--- src/rtl/button_toggle_bank.sv ---
// button_toggle_bank: N-channel debounced push-button toggle/momentary controller.
// One shared debounce sample tick feeds an array of identical per-channel slices.
// Optional long-press clear is built when BUTTON_TOGGLE_BANK_LONG_PRESS_EN is defined;
// without it LONG is tied to 0 and no hold counters exist.

// Per-channel slice: synchroniser, debouncer, press detect, state register, hold counter.
module button_toggle_chan #(
    parameter bit TOGGLE         = 1'b1,
    parameter bit ACTIVE_LOW     = 1'b0,
    parameter int DEBOUNCE_TICKS = 10,
    parameter int LONG_TICKS     = 1000
) (
    input  logic clk,
    input  logic rst,
    input  logic tick,
    input  logic btn,
    input  logic clr,
    output logic state,
    output logic press,
    output logic long_hit
);
    localparam int DW = $clog2(DEBOUNCE_TICKS + 1);

    logic          sync_a, sync_b;
    logic          lvl;
    logic          deb, deb_nxt;
    logic [DW-1:0] dcnt, dcnt_nxt;
    logic          rise;
    logic          long_evt;
    logic          state_nxt;

    // Two-flop synchroniser for the asynchronous pin.
    always_ff @(posedge clk) begin
        if (rst) begin
            sync_a <= 1'b0;
            sync_b <= 1'b0;
        end else begin
            sync_a <= btn;
            sync_b <= sync_a;
        end
    end

    // Polarity fix happens after the synchroniser so the flops see the raw pin.
    assign lvl = ACTIVE_LOW ? ~sync_b : sync_b;

    // Debounce: accept a new level only after DEBOUNCE_TICKS consecutive differing samples.
    always_comb begin
        dcnt_nxt = dcnt;
        deb_nxt  = deb;
        if (tick) begin
            if (lvl == deb) begin
                dcnt_nxt = '0;
            end else if (dcnt == DW'(DEBOUNCE_TICKS - 1)) begin
                deb_nxt  = lvl;
                dcnt_nxt = '0;
            end else begin
                dcnt_nxt = dcnt + 1'b1;
            end
        end
    end

    assign rise = ~deb & deb_nxt;

`ifdef BUTTON_TOGGLE_BANK_LONG_PRESS_EN
    localparam int HW = $clog2(LONG_TICKS + 1);
    logic [HW-1:0] hcnt;

    // Hold counter: counts held ticks, saturates at LONG_TICKS so the pulse fires once per hold.
    always_ff @(posedge clk) begin
        if (rst || !deb) begin
            hcnt <= '0;
        end else if (tick && hcnt != HW'(LONG_TICKS)) begin
            hcnt <= hcnt + 1'b1;
        end
    end

    assign long_evt = tick & deb & (hcnt == HW'(LONG_TICKS - 1));
`else
    assign long_evt = 1'b0;
`endif

    // Next state: clear beats long-press, which beats the press/level update.
    always_comb begin
        state_nxt = state;
        if (clr) begin
            state_nxt = 1'b0;
        end else if (long_evt) begin
            state_nxt = 1'b0;
        end else if (TOGGLE) begin
            if (rise) state_nxt = ~state;
        end else begin
            state_nxt = deb_nxt;
        end
    end

    // Debounce, state and pulse registers; PRESS lands on the same edge as the new state.
    always_ff @(posedge clk) begin
        if (rst) begin
            deb      <= 1'b0;
            dcnt     <= '0;
            state    <= 1'b0;
            press    <= 1'b0;
            long_hit <= 1'b0;
        end else begin
            deb      <= deb_nxt;
            dcnt     <= dcnt_nxt;
            state    <= state_nxt;
            press    <= rise;
            long_hit <= long_evt;
        end
    end
endmodule

module button_toggle_bank #(
    parameter int             N_CH           = 4,
    parameter int             TICK_DIV       = 16000,
    parameter int             DEBOUNCE_TICKS = 10,
    parameter logic [N_CH-1:0] MODE_MASK     = {N_CH{1'b1}},
    parameter bit             ACTIVE_LOW     = 1'b0,
    parameter int             LONG_TICKS     = 1000
) (
    input  logic            CLK,
    input  logic            RST,
    input  logic [N_CH-1:0] BTN,
    input  logic [N_CH-1:0] CLR,
    output logic [N_CH-1:0] STATE,
    output logic [N_CH-1:0] PRESS,
    output logic [N_CH-1:0] LONG
);
    localparam int TW = $clog2(TICK_DIV);

    logic [TW-1:0] tcnt;
    logic          tick;

    assign tick = (tcnt == TW'(TICK_DIV - 1));

    // Shared sample-tick divider; wraps on the same edge the tick is consumed.
    always_ff @(posedge CLK) begin
        if (RST || tick) begin
            tcnt <= '0;
        end else begin
            tcnt <= tcnt + 1'b1;
        end
    end

    for (genvar i = 0; i < N_CH; i++) begin : g_ch
        button_toggle_chan #(
            .TOGGLE         (MODE_MASK[i]),
            .ACTIVE_LOW     (ACTIVE_LOW),
            .DEBOUNCE_TICKS (DEBOUNCE_TICKS),
            .LONG_TICKS     (LONG_TICKS)
        ) u_ch (
            .clk      (CLK),
            .rst      (RST),
            .tick     (tick),
            .btn      (BTN[i]),
            .clr      (CLR[i]),
            .state    (STATE[i]),
            .press    (PRESS[i]),
            .long_hit (LONG[i])
        );
    end
endmodule

--- config.mk ---
export PLATFORM = sky130hd
export DESIGN_NAME = button_toggle_bank
export DESIGN_NICKNAME = d
export VERILOG_FILES = /design/src/rtl/button_toggle_bank.sv
export SDC_FILE = /design/constraint.sdc
export NUM_CORES = 1
export LEC_CHECK = 0
export CAP_MARGIN = 30
export CORE_UTILIZATION = 44
export CTS_CLUSTER_DIAMETER = 120
export DETAILED_ROUTE_END_ITERATION = 12
export PLACE_DENSITY_LB_ADDON = 0.05
export SLEW_MARGIN = 20
export SYNTH_ARGS = -nofsm -noshare
export SYNTH_HDL_FRONTEND = slang
export SYNTH_SLANG_ARGS = --single-unit
--- constraint.sdc ---
create_clock -name CLK -period 1.8 [get_ports CLK]
set_input_delay 0.45 -clock CLK [delete_from_list [all_inputs] [get_ports CLK]]
set_output_delay 0.45 -clock CLK [all_outputs]
set_load 0.03 [all_outputs]
## Word-level counts from Yosys, hierarchy flattened

Index checks and enable logic that the tools add are counted.

- Bits in registers: 50
- Output and inout bits: 12
- Logic and storage cells: 76

- Add/subtract/negate cells: 5
- Eq/ne operators: 9
- Multiplexer cells: 20
- Bitwise gates (word level): 12
- Reduce and logical (&&, ||, !) cells: 5

Operator list:

| operator | count |
|---|---|
| 2-to-1 mux 4 bit | 8 |
| adder 4 x 1 -> 4 bit, second input constant | 4 |
| == test 4 bit, second input constant | 4 |
| adder 14 x 1 -> 14 bit, second input constant | 1 |
| == test 14 bit, second input constant | 1 |
| 2-to-1 mux 1 bit | 12 |
| NOT 1 bit | 8 |
| OR reduction 2 bit | 4 |
| AND 1 bit | 4 |
| == test 1 bit | 4 |
| logical OR 1 bit | 1 |

## Logic depth before layout (Yosys ltp)

Gate-level depths: netlist of run 1.

- Depth in word-level cells: 5
- Depth in mapped cells: 7
- Gate-level depth less buffers: 6

## Modules after synthesis

Synthesis of run 1 repeated with hierarchy kept, for this count alone.

- Cell total of the unflattened synthesis: 230
- Area total of the unflattened synthesis: 2,212.1 um^2

By module, submodules not included:

| module | times used | cells an instance | area an instance (um^2) | seq. area each (um^2) |
|---|---|---|---|---|
| button_toggle_chan | 4 | 41 | 397.9 | 180.2 |
| button_toggle_bank | 1 | 66 | 620.6 | 280.3 |

## Worst setup path before layout of run 1

Ideal clock, no wire load.

- Path type: flip-flop to flip-flop
- Start point: register tcnt[0]
- End point: register g_ch[2].u_ch.dcnt[2]
- Library setup time: 0.069 ns
- Arrival: 1.584 ns
- Slack: 0.147 ns
- Cell stages (with the launch flop): 7
- Clock period less this slack: 1.653 ns
- Cell sequence: dfxtp_1 ha_1 and3_1 buf_4 nand4_4 or4_4 o21ai_1

- Cells in the longest elaborated chain, start to end: 1

RTL lines:

| item | line | RTL |
|---|---|---|
| start, declared | 132 | `logic [TW-1:0] tcnt;` |
| start signal, assigned | 142 | `tcnt <= tcnt + 1'b1;` |
| == test 14 bit | 135 | `assign tick = (tcnt == TW'(TICK_DIV - 1));` |
| end signal, assigned | 106 | `dcnt <= dcnt_nxt;` |
| end, declared | 27 | `logic [DW-1:0] dcnt, dcnt_nxt;` |

Every way passes these cells.
A chain may end at the register's enable or synchronous reset.

## Worst setup path in the final report of run 1

- Start point: register g_ch[1].u_ch.press
- End point: output PRESS[1]

RTL lines:

| item | line | RTL |
|---|---|---|
| start, declared | 19 | `output logic press,` |
| start signal, assigned | 108 | `press <= rise;` |
| end, declared | 127 | `output logic [N_CH-1:0] PRESS,` |

No word-level cell between the ends.

==> results of run 1 <==
-- worst paths after layout --
path,startpoint,endpoint
min reg2reg,g_ch[0].u_ch.sync_a,g_ch[0].u_ch.lvl
min,g_ch[0].u_ch.sync_a,g_ch[0].u_ch.lvl
max,g_ch[1].u_ch.press,PRESS[1]
max reg2reg,tcnt[0],g_ch[2].u_ch.dcnt[1]
-- metal layers --
layer,wire (um),track usage,part of all wire,vias to the layer above
li1,-,-,-,881
met2,2007,0.2926,0.46,23
met5,0,0,0,-
met3,119,0.04115,0.028,4
met1,2150,0.2136,0.50,748
met4,47,0.07051,0.011,0
-- flip-flops by register name, summed over array words and instances (netlist names) --
signal            count
g_ch.u_ch.lvl         4
tcnt                 14
g_ch.u_ch.press       4
g_ch.u_ch.deb         4
g_ch.u_ch.sync_a      4
g_ch.u_ch.state       4
g_ch.u_ch.dcnt       16
-- placed cells by master (no fill, tap or decap), types with 8 or more instances in the layout --
master,count
buf_4,14
clkdlybuf4s50_1,13
dfxtp_1,48
ha_1,9
inv_1,10
nand2_1,12
nand3_1,14
nor2_1,12
nor2b_1,8
o21ai_0,20
or3_1,8
xor2_1,10
-- cell usage after synthesis (3+ instances only) --
cell type	number
o21ai_0	20
ha_1	9
clkbuf_1	7
dfxtp_1	50
nand3b_1	4
and3b_1	3
or3_1	8
xnor2_1	6
xor2_1	10
nor2_1	12
o22ai_1	3
a211oi_1	4
buf_4	13
a21oi_1	6
o21ai_1	6
nand2_1	12
nor4_1	5
inv_1	10
nand4_1	3
nor2b_1	8
nor3_1	6
nand3_1	14
-- cells by family after synthesis --
family / Yosys count / synth area share
AO/OA/AOI/OAI: 41 / 0.09907
flip-flops: 50 / 0.4427
AND/OR/NAND/NOR: 96 / 0.2673
other: 1 / 0.001659
adder cells (fa/ha/maj): 9 / 0.04981
XOR/XNOR: 16 / 0.06198
buffers and inverters: 33 / 0.07748
-- repair_timing --
action                                 in CTS  in global routing
pin swaps                                   0                  2
buffers inserted                            0                  1
setup endpoints to repair                   3                 17
cloned                                      0                  1
gates resized for setup                     3                  6
hold buffers                                0                  0
endpoints found under the hold margin       0                  0
-- power breakdown --
group	switching (mW)	internal, mW	total, mW
logic	0.0498	0.0449	0.0947
clock network	0.361	0.311	0.672
registers	0.00989	1.12	1.13
total	0.421	1.48	1.90
-- through the flow --
stage | utilization | hold slack, ns | power, mW | TNS (ns)
after global placement | 0.5128 | 0.4172 | 1.252 | -0.5945
after CTS | 0.5314 | 0.4518 | 1.925 | 0
after global routing | 0.5381 | 0.4663 | 1.979 | 0
after detailed placement | 0.5128 | 0.4278 | 1.251 | -0.9552
final | 0.5381 | 0.4468 | 1.899 | 0
after floorplan | - | 0.4138 | 1.213 | 0
-- area by class of cell --
cell class / instances / area (um2)
repair buffers: 31 / 277.8
flip-flops and latches: 50 / 1003
clock buffers: 7 / 86.33
inverters: 10 / 37.54
well taps: 67 / 83.83
clock inverters: 1 / 5.005
multi-input cells: 167 / 1115
fillers: 483 / 2240
==> results.md, run 1 <==
- Placement Cell Area: 2486 um2
- Diodes inserted: 0
- Max incr delay on CP: 0.66 ns
- Fmax: 580.4 MHz
- Crit-path leading delay family: buffers and inverters
- PnR worst setup slack: 0.07719 ns
- Area leader, netlist: dfxtp_1
- DP Cell Count: 323
- Final std cells w/o fill: 333
- TritonCTS clock tree: done
- Drt wl/cell: 12.98 um
- Port Buf Inserts: 17
- Critical Path End Type: primary output
- Crit-path cells: clkdlybuf4s50_1
- Worst setup path class: reg2out
- Sequential area share after synthesis: 0.4427
- Pwr/cell area: 727.9 nW/um2
- Worst hold path type: reg2reg
- Cell depth of the worst flop-to-flop path: 5
- ANT nets after route: 0
- Number of synthesized flops with an enable pin: 0
- Crit path time final: 1.723 ns
- Final setup viols: 0
- Die W: 73.68 um
- Placer congestion estimate: 0.7474
- Nets@finish: 284
- Post-synth top area share: 0.4427
- Max-cap viol count: 0
- Via count: 1656
- Final Cycle Share: 0.9571
- Top_reg_cell synth: dfxtp_1
- Worst path arrival time: 1.27 ns
- Ys Warns: 0
- Num CTS Buffers: 5
- Req. time, crit path: 1.35 ns
- Worst-path clk slew: 0.09 ns
- Detail Placement HPWL: 2928 um
- DRT Pass-1 Iters: 4
- CP max FO: 1
- R2r setup slk: 0.12 ns
- Die Y: 73.68 um
- Hold Fails Final Rpt: 0
- Cell area after synthesis: 2261 um2
- CTS H-tree depth: 2
- Lkg Pwr: 0.9937 nW
- GRT Total Usage: 0.1741
- Max Clock Skew: 0.005394 ns
- Vias per inst: 4.973
- Post-Place Worst Slack: -0.08607 ns
- Synth top area cells: dfxtp_1, ha_1, o21ai_0
- Cells after synthesis: 246
- Grt ovf: 0
- Slew Viols, Final: 0
- Vias in the first global route: 1632
- Initial antenna violation count: 0
- Max Root-Sink Buffers: 2
- Hold path depth: 1
- Finished Cell Area: 2609 um2
- Largest net degree at the start of global routing: 15
- Slowest cell on the critical path: clkdlybuf4s50_1
- Max VDD drop: 0.0004885 V
- Unique masters post-synth: 40
- Outcome: finished clean
- Share of cells above drive strength 1: 0.1316
- Initial DRC Count: 64
- Core region area: 4848 um2
- Clock network latency to the later pin of the worst-skew pair: 0.30 ns
- Avg Cell Area, Syn: 9.191 um2
- Setup crit start kind: flip-flop
- Unrepaired setup endpoints after global routing: false
- Post-synth ARST share: 0
- Layout Area Growth over Synthesis: 15.38%
- Ports: 22
- FF+latch count, synth: 50
- Clock Tree Root: clkbuf_8
- Initial Util: 0.4663
- DRC errors left: 0
- First-pass GRT wire length: 7141 um
- Wirelength, routed: 4324 um
- Row cnt: 25
- Clock sinks: 50
- Stages on worst setup path: 1
- Die Area: 5429 um2
- Buf+Inv Stages, Crit Path: 1
(Power assumes the default switching activity.)
==> run 2: changes to the inputs <==
- CORE_MARGIN: unset -> 3
- DONT_BUFFER_PORTS: unset -> 1
==> results.md, run 2 (synthesized netlist as in run 1, its figures left out) <==
- Met3 usage: 0.03596 (-0.005189)
- Num CTS Buffers: 5 (unchanged)
- Layout Area Growth over Synthesis: 5.977%
- Setup crit start kind: flip-flop
- WHS: 0.2053 ns (-0.2415 ns)
- Max-cap viol count: 0 (unchanged)
- Die Area: 6034 um2 (+11%)
- Top flop regs: g_ch.u_ch.dcnt x16, tcnt x14
- CP max FO: 9 (+8)
- Detail Placement HPWL: 3015 um (+3.0%)
- Initial antenna violation count: 0 (unchanged)
- First-pass GRT wire length: 7486 um (+4.8%)
- GRT Total Usage: 0.1507 (-0.02345)
- Hold Fails Final Rpt: 0 (unchanged)
- Outcome: finished clean
- Hold Path End: g_ch[2].u_ch.state
- FILL cells: 473 (-2.1%)
- Most common cell after layout, fill and taps aside: dfxtp_1
- Grt ovf: 0 (unchanged)
- Share of cells above drive strength 1: 0.1230 (-0.008628)
- Initial DRC Count: 92 (+44%)
- Fmax: 593.8 MHz (+2.3%)
- Vias per inst: 5.280 (+6.2%)
- Final Cycle Share: 0.9356 (-0.02152)
- Cell depth of the worst flop-to-flop path: 7 (+2)
- GR Layer Usage met2: 0.2697 (-0.02287)
- Initial Util: 0.4663 (unchanged)
- DRC errors left: 0 (unchanged)
- Met1 Usage GRT: 0.1710 (-0.04256)
- TritonCTS clock tree: done
- Row cnt: 25 (unchanged)
- Max Clock Skew: 0.01098 ns (+0.005591 ns)
- Req. time, crit path: 1.99 ns (+0.64 ns)
- Max VDD drop: 0.0003836 V (-21%)
- Flip-flop count of the largest register after layout: 16 (unchanged)
- Crit path time final: 1.684 ns (-0.03873 ns)
- Drt wl/cell: 13.50 um (+4.0%)
- Slew Viols, Final: 0 (unchanged)
- Max Root-Sink Buffers: 2 (unchanged)
- Worst path arrival time: 1.88 ns (+0.61 ns)
- CTS H-tree depth: 2 (unchanged)
- Busiest grt layer: met2
- Final setup viols: 0 (unchanged)
- Post-Route Setup TNS: 0 ns (unchanged)
- Lkg Pwr: 0.8522 nW (-14%)
- Worst setup path class: reg2reg
- Via count: 1642 (-0.85%)
- Most frequent cells in the layout: dfxtp_1, o21ai_0, nand3_1, nand2_1, nor2_1
- Clock Tree Root: clkbuf_8
- Port Buf Inserts: 0 (-17)
- Largest net degree at the start of global routing: 42 (+27)
- Wirelength, routed: 4200 um (-2.9%)
- Clock sinks: 50 (unchanged)
- ANT nets after route: 0 (unchanged)
- Worst-path clk slew: 0.10 ns (about the same)
- DRT Pass-1 Iters: 4 (unchanged)
- Core region area: 4848 um2 (unchanged)
- Hold path depth: 1 (unchanged)
- Critical Path End Type: flip-flop
- Worst reg2reg path startpoint: tcnt[1]
- Diodes inserted: 0 (unchanged)
- Vias in the first global route: 1728 (+5.9%)
- R2r setup slk: 0.12 ns (about the same)
- Unrepaired setup endpoints after global routing: false
- Die Y: 77.68 um (+5.4%)
- Pwr/cell area: 778.6 nW/um2 (+7.0%)
- Die W: 77.68 um (+5.4%)
- Largest Register: g_ch.u_ch.dcnt
- Min-delay src: CLR[2]
- Clock network latency to the later pin of the worst-skew pair: 0.30 ns (about the same)
- Ports: 22 (unchanged)
- Worst hold path type: in2reg
- Nets@finish: 262 (-7.7%)
- Placer congestion estimate: 0.7846 (+5.0%)
- FF-to-FF End: g_ch[3].u_ch.dcnt[2]
run 2: cell types whose count changed in the layout (fill, tap and decap cells not counted):
cell,previous run,this run
dfxtp_1,48,50
dlygate4sd2_1,2,0
buf_4,14,10
nand4_2,1,0
and3b_1,3,2
and3b_2,1,2
dlymetal6s2s_1,2,0
clkinvlp_4,0,1
clkbuf_1,1,0
dfxtp_2,2,0
clkdlybuf4s50_1,13,0
run 2: what timing repair did:
item,4_1_cts,5_1_grt
gates resized for setup,0,4
setup buffers,0,2
hold buffers,0,0
endpoints found under the setup margin,0,25
run 2: worst max path at each step:
stage	slack, ns	end	depth (start not counted)	startpoint
after global placement	0.10	g_ch[0].u_ch.state	5	tcnt[1]
after detailed placement	0.03	g_ch[1].u_ch.state	5	tcnt[1]
final	0.12	g_ch[3].u_ch.dcnt[2]	7	tcnt[1]
after CTS	0.02	g_ch[1].u_ch.state	5	tcnt[1]
after global routing	0.008	g_ch[0].u_ch.state	4	tcnt[10]
after floorplan	0.15	g_ch[2].u_ch.dcnt[2]	6	tcnt[0]
run 2: critical path, stage by stage, from the launching register on:
cell	delay, ns
dfxtp_1	0.36
ha_1	0.19
and3_4	0.24
buf_4	0.16
a41oi_1	0.14
buf_4	0.20
o21ai_0	0.19
o21ai_0	0.11
run 2: area by class of cell:
cell class	count	area, um2	area share
Multi-Input combinational cell	166	1104	0.4606
Sequential cell	50	1001	0.4178
Tap cell	67	83.83	0.03499
Clock buffer	6	82.58	0.03446
Timing Repair Buffer	10	75.07	0.03133
Inverter	10	37.54	0.01567
Clock inverter	2	12.51	0.005222
run 2: per-stage QoR:
stage	instances	power, mW	utilization	worst slack [ns]	area [um2]
finish	311	1.866	0.4942	0.1159	2396
global route	311	1.941	0.4942	0.007714	2396
CTS	309	1.891	0.4895	0.01812	2374
detailed placement	301	1.213	0.4699	0.03426	2278
global placement	301	1.212	0.4699	0.1024	2278
floorplan	249	1.213	-	0.1472	2272
run 2: per-layer routing:
metal	share of wire	routed length [um]	vias to the layer above
met1	0.47	1970	772
met3	0.036	151	4
met5	0	0	-
li1	-	-	839
met4	0.011	46	0
met2	0.48	2031	27
run 2: power breakdown:
part	switching (mW)	internal, mW
registers	0.0103	1.12
clock network	0.369	0.309
logic	0.0335	0.0223
==> run 3: changes to the inputs <==
- RECOVER_POWER: unset -> 100
==> results.md, run 3 (synthesized netlist as in run 1, its figures left out) <==
- Worst-path clk slew: 0.09 ns (about the same)
- Outcome: finished clean
- DRC errors left: 0 (unchanged)
- Post-Place Worst Slack: 0.03426 ns (unchanged)
- Register Area: 1001 um2 (unchanged)
- DP Cell Count: 301 (unchanged)
- TritonCTS clock tree: done
- Slowest cell on the critical path: or4_4
- First-pass GRT wire length: 7486 um (unchanged)
- Layout Area Growth over Synthesis: 5.313%
- Most frequent cells in the layout: dfxtp_1, o21ai_0, nand3_1, nand2_1, nor2_1
- Initial Util: 0.4663 (unchanged)
- Setup crit start kind: flip-flop
- Initial antenna violation count: 0 (unchanged)
- Fmax: 590.1 MHz (-0.63%)
- FILL cells: 474 (+0.21%)
- Flip-flop count of the largest register after layout: 16 (unchanged)
- Top flop regs: g_ch.u_ch.dcnt x16, tcnt x14
- Initial DRC Count: 92 (unchanged)
- Num CTS Buffers: 5 (unchanged)
- Max VDD drop: 0.0003894 V (+1.5%)
- Vias in the first global route: 1728 (unchanged)
- Nets@finish: 262 (unchanged)
- Clock sinks: 50 (unchanged)
- Die Area: 6034 um2 (unchanged)
- GRT Total Usage: 0.1507 (unchanged)
- Via count: 1643 (+0.061%)
- Lkg Pwr: 0.8424 nW (-1.2%)
- Final setup viols: 0 (unchanged)
- Unrepaired setup endpoints after global routing: false
- ANT nets after route: 0 (unchanged)
- Largest Register: g_ch.u_ch.dcnt
- Worst setup path class: reg2reg
- CTS H-tree depth: 2 (unchanged)
- Max incr delay on CP: 0.55 ns (+0.19 ns)
- CP max FO: 4 (-5)
- Vias per inst: 5.283 (about the same)
- Largest net degree at the start of global routing: 42 (unchanged)
- DRT Pass-1 Iters: 4 (unchanged)
- Max Clock Skew: 0.01249 ns (+0.001504 ns)
- Worst path arrival time: 1.91 ns (+0.03 ns)
- Core region area: 4848 um2 (unchanged)
- Grt ovf: 0 (unchanged)
- Pwr/cell area: 781.3 nW/um2 (+0.34%)
- Crit-path cells: ha_1 > and3_4 > nand4_4 > or4_4 > o21ai_0
- Die W: 77.68 um (unchanged)
- Final Cycle Share: 0.9415 (+0.005906)
- Post-Route Setup TNS: 0 ns (unchanged)
- Max-cap viol count: 0 (unchanged)
- PnR worst setup slack: 0.1053 ns (-0.01063 ns)
- Most common cell after layout, fill and taps aside: dfxtp_1
- Final std cells w/o fill: 311 (unchanged)
- Port Buf Inserts: 0 (unchanged)
- CTS Hold Bufs: 0 (unchanged)
- Ports: 22 (unchanged)
- Die Y: 77.68 um (unchanged)
- Share of cells above drive strength 1: 0.1066 (-0.01639)
- Clock network latency to the later pin of the worst-skew pair: 0.30 ns (about the same)
- Wirelength, routed: 4210 um (+0.24%)
- Critical Path End Type: flip-flop
- Req. time, crit path: 2.02 ns (+0.03 ns)
- Detail Placement HPWL: 3015 um (unchanged)
- Diodes inserted: 0 (unchanged)
- Max Root-Sink Buffers: 2 (unchanged)
- Placer congestion estimate: 0.7846 (unchanged)
- Crit path time final: 1.695 ns (+0.01063 ns)
- Hold Fails Final Rpt: 0 (unchanged)
- Clock Tree Root: clkbuf_8
- Row cnt: 25 (unchanged)
- Drt wl/cell: 13.54 um (+0.24%)
- Slew Viols, Final: 0 (unchanged)
- Worst hold path type: in2reg
- Multi-input gate area: 1100 um2 (-0.34%)
## run 3: cell count changes in the layout (fill, tap and decap cells not counted)
| cell | delta |
|---|---|
| o21ai_1 | -3 |
| clkbuf_4 | +2 |
| buf_4 | -5 |
| or4_4 | -1 |
| or4_1 | +1 |
| clkbuf_1 | +3 |
| o21ai_0 | +3 |
## run 3: final cells by class
class	instances	share of cell area
timing repair buffer	10	0.02680
sequential	50	0.4204
tap	67	0.03521
clock inverter	2	0.005255
multi-input combinational	166	0.4619
clock buffer	6	0.03468
inverter	10	0.01576
## run 3: critical path, delay by kind of cell, from the launching register on
family	cells	cell delay, ns
AND/OR/NAND/NOR	3	0.90
adder cells (fa/ha/maj)	1	0.19
AO/OA/AOI/OAI	1	0.18
flip-flops	1	0.35
## run 3: per-stage QoR
step	area [um2]	total power, mW	util	hold WS (ns)
finish	2381	1.860	0.4911	0.2058
global route	2381	1.939	0.4911	0.1908
CTS	2374	1.891	0.4895	0.1964
detailed placement	2278	1.213	0.4699	0.4323
global placement	2278	1.212	0.4699	0.4345
floorplan	2272	1.213	-	0.4138
## run 3: what timing repair did
item | CTS | global route
endpoints found under the setup margin | 0 | 25
resized for setup | 0 | 4
setup buffers | 0 | 2
## run 3: power by group
group	switching, mW	total (mW)	internal (mW)
logic	0.0334	0.0537	0.0204
clock network	0.366	0.675	0.309
registers	0.0103	1.13	1.12
## run 3: routing by layer
metal  global-route usage  share of wire  vias up
met4              0.05872          0.011        0
met5                    0              0        -
met3              0.03596          0.038        4
met2               0.2697           0.48       32
met1               0.1710           0.47      769
li1                     -              -      838
## run 3: final timing paths
| kind | start | to | slack, ns | cells past startpoint |
|---|---|---|---|---|
| worst max-delay path | tcnt[1] | g_ch[2].u_ch.dcnt[3] | 0.11 | 5 |
| worst min-delay path | CLR[2] | g_ch[2].u_ch.state | 0.21 | 1 |
| worst max register to register | tcnt[1] | g_ch[2].u_ch.dcnt[3] | 0.11 | 5 |
| worst min register to register | g_ch[3].u_ch.sync_a | g_ch[3].u_ch.lvl | 0.45 | 1 |
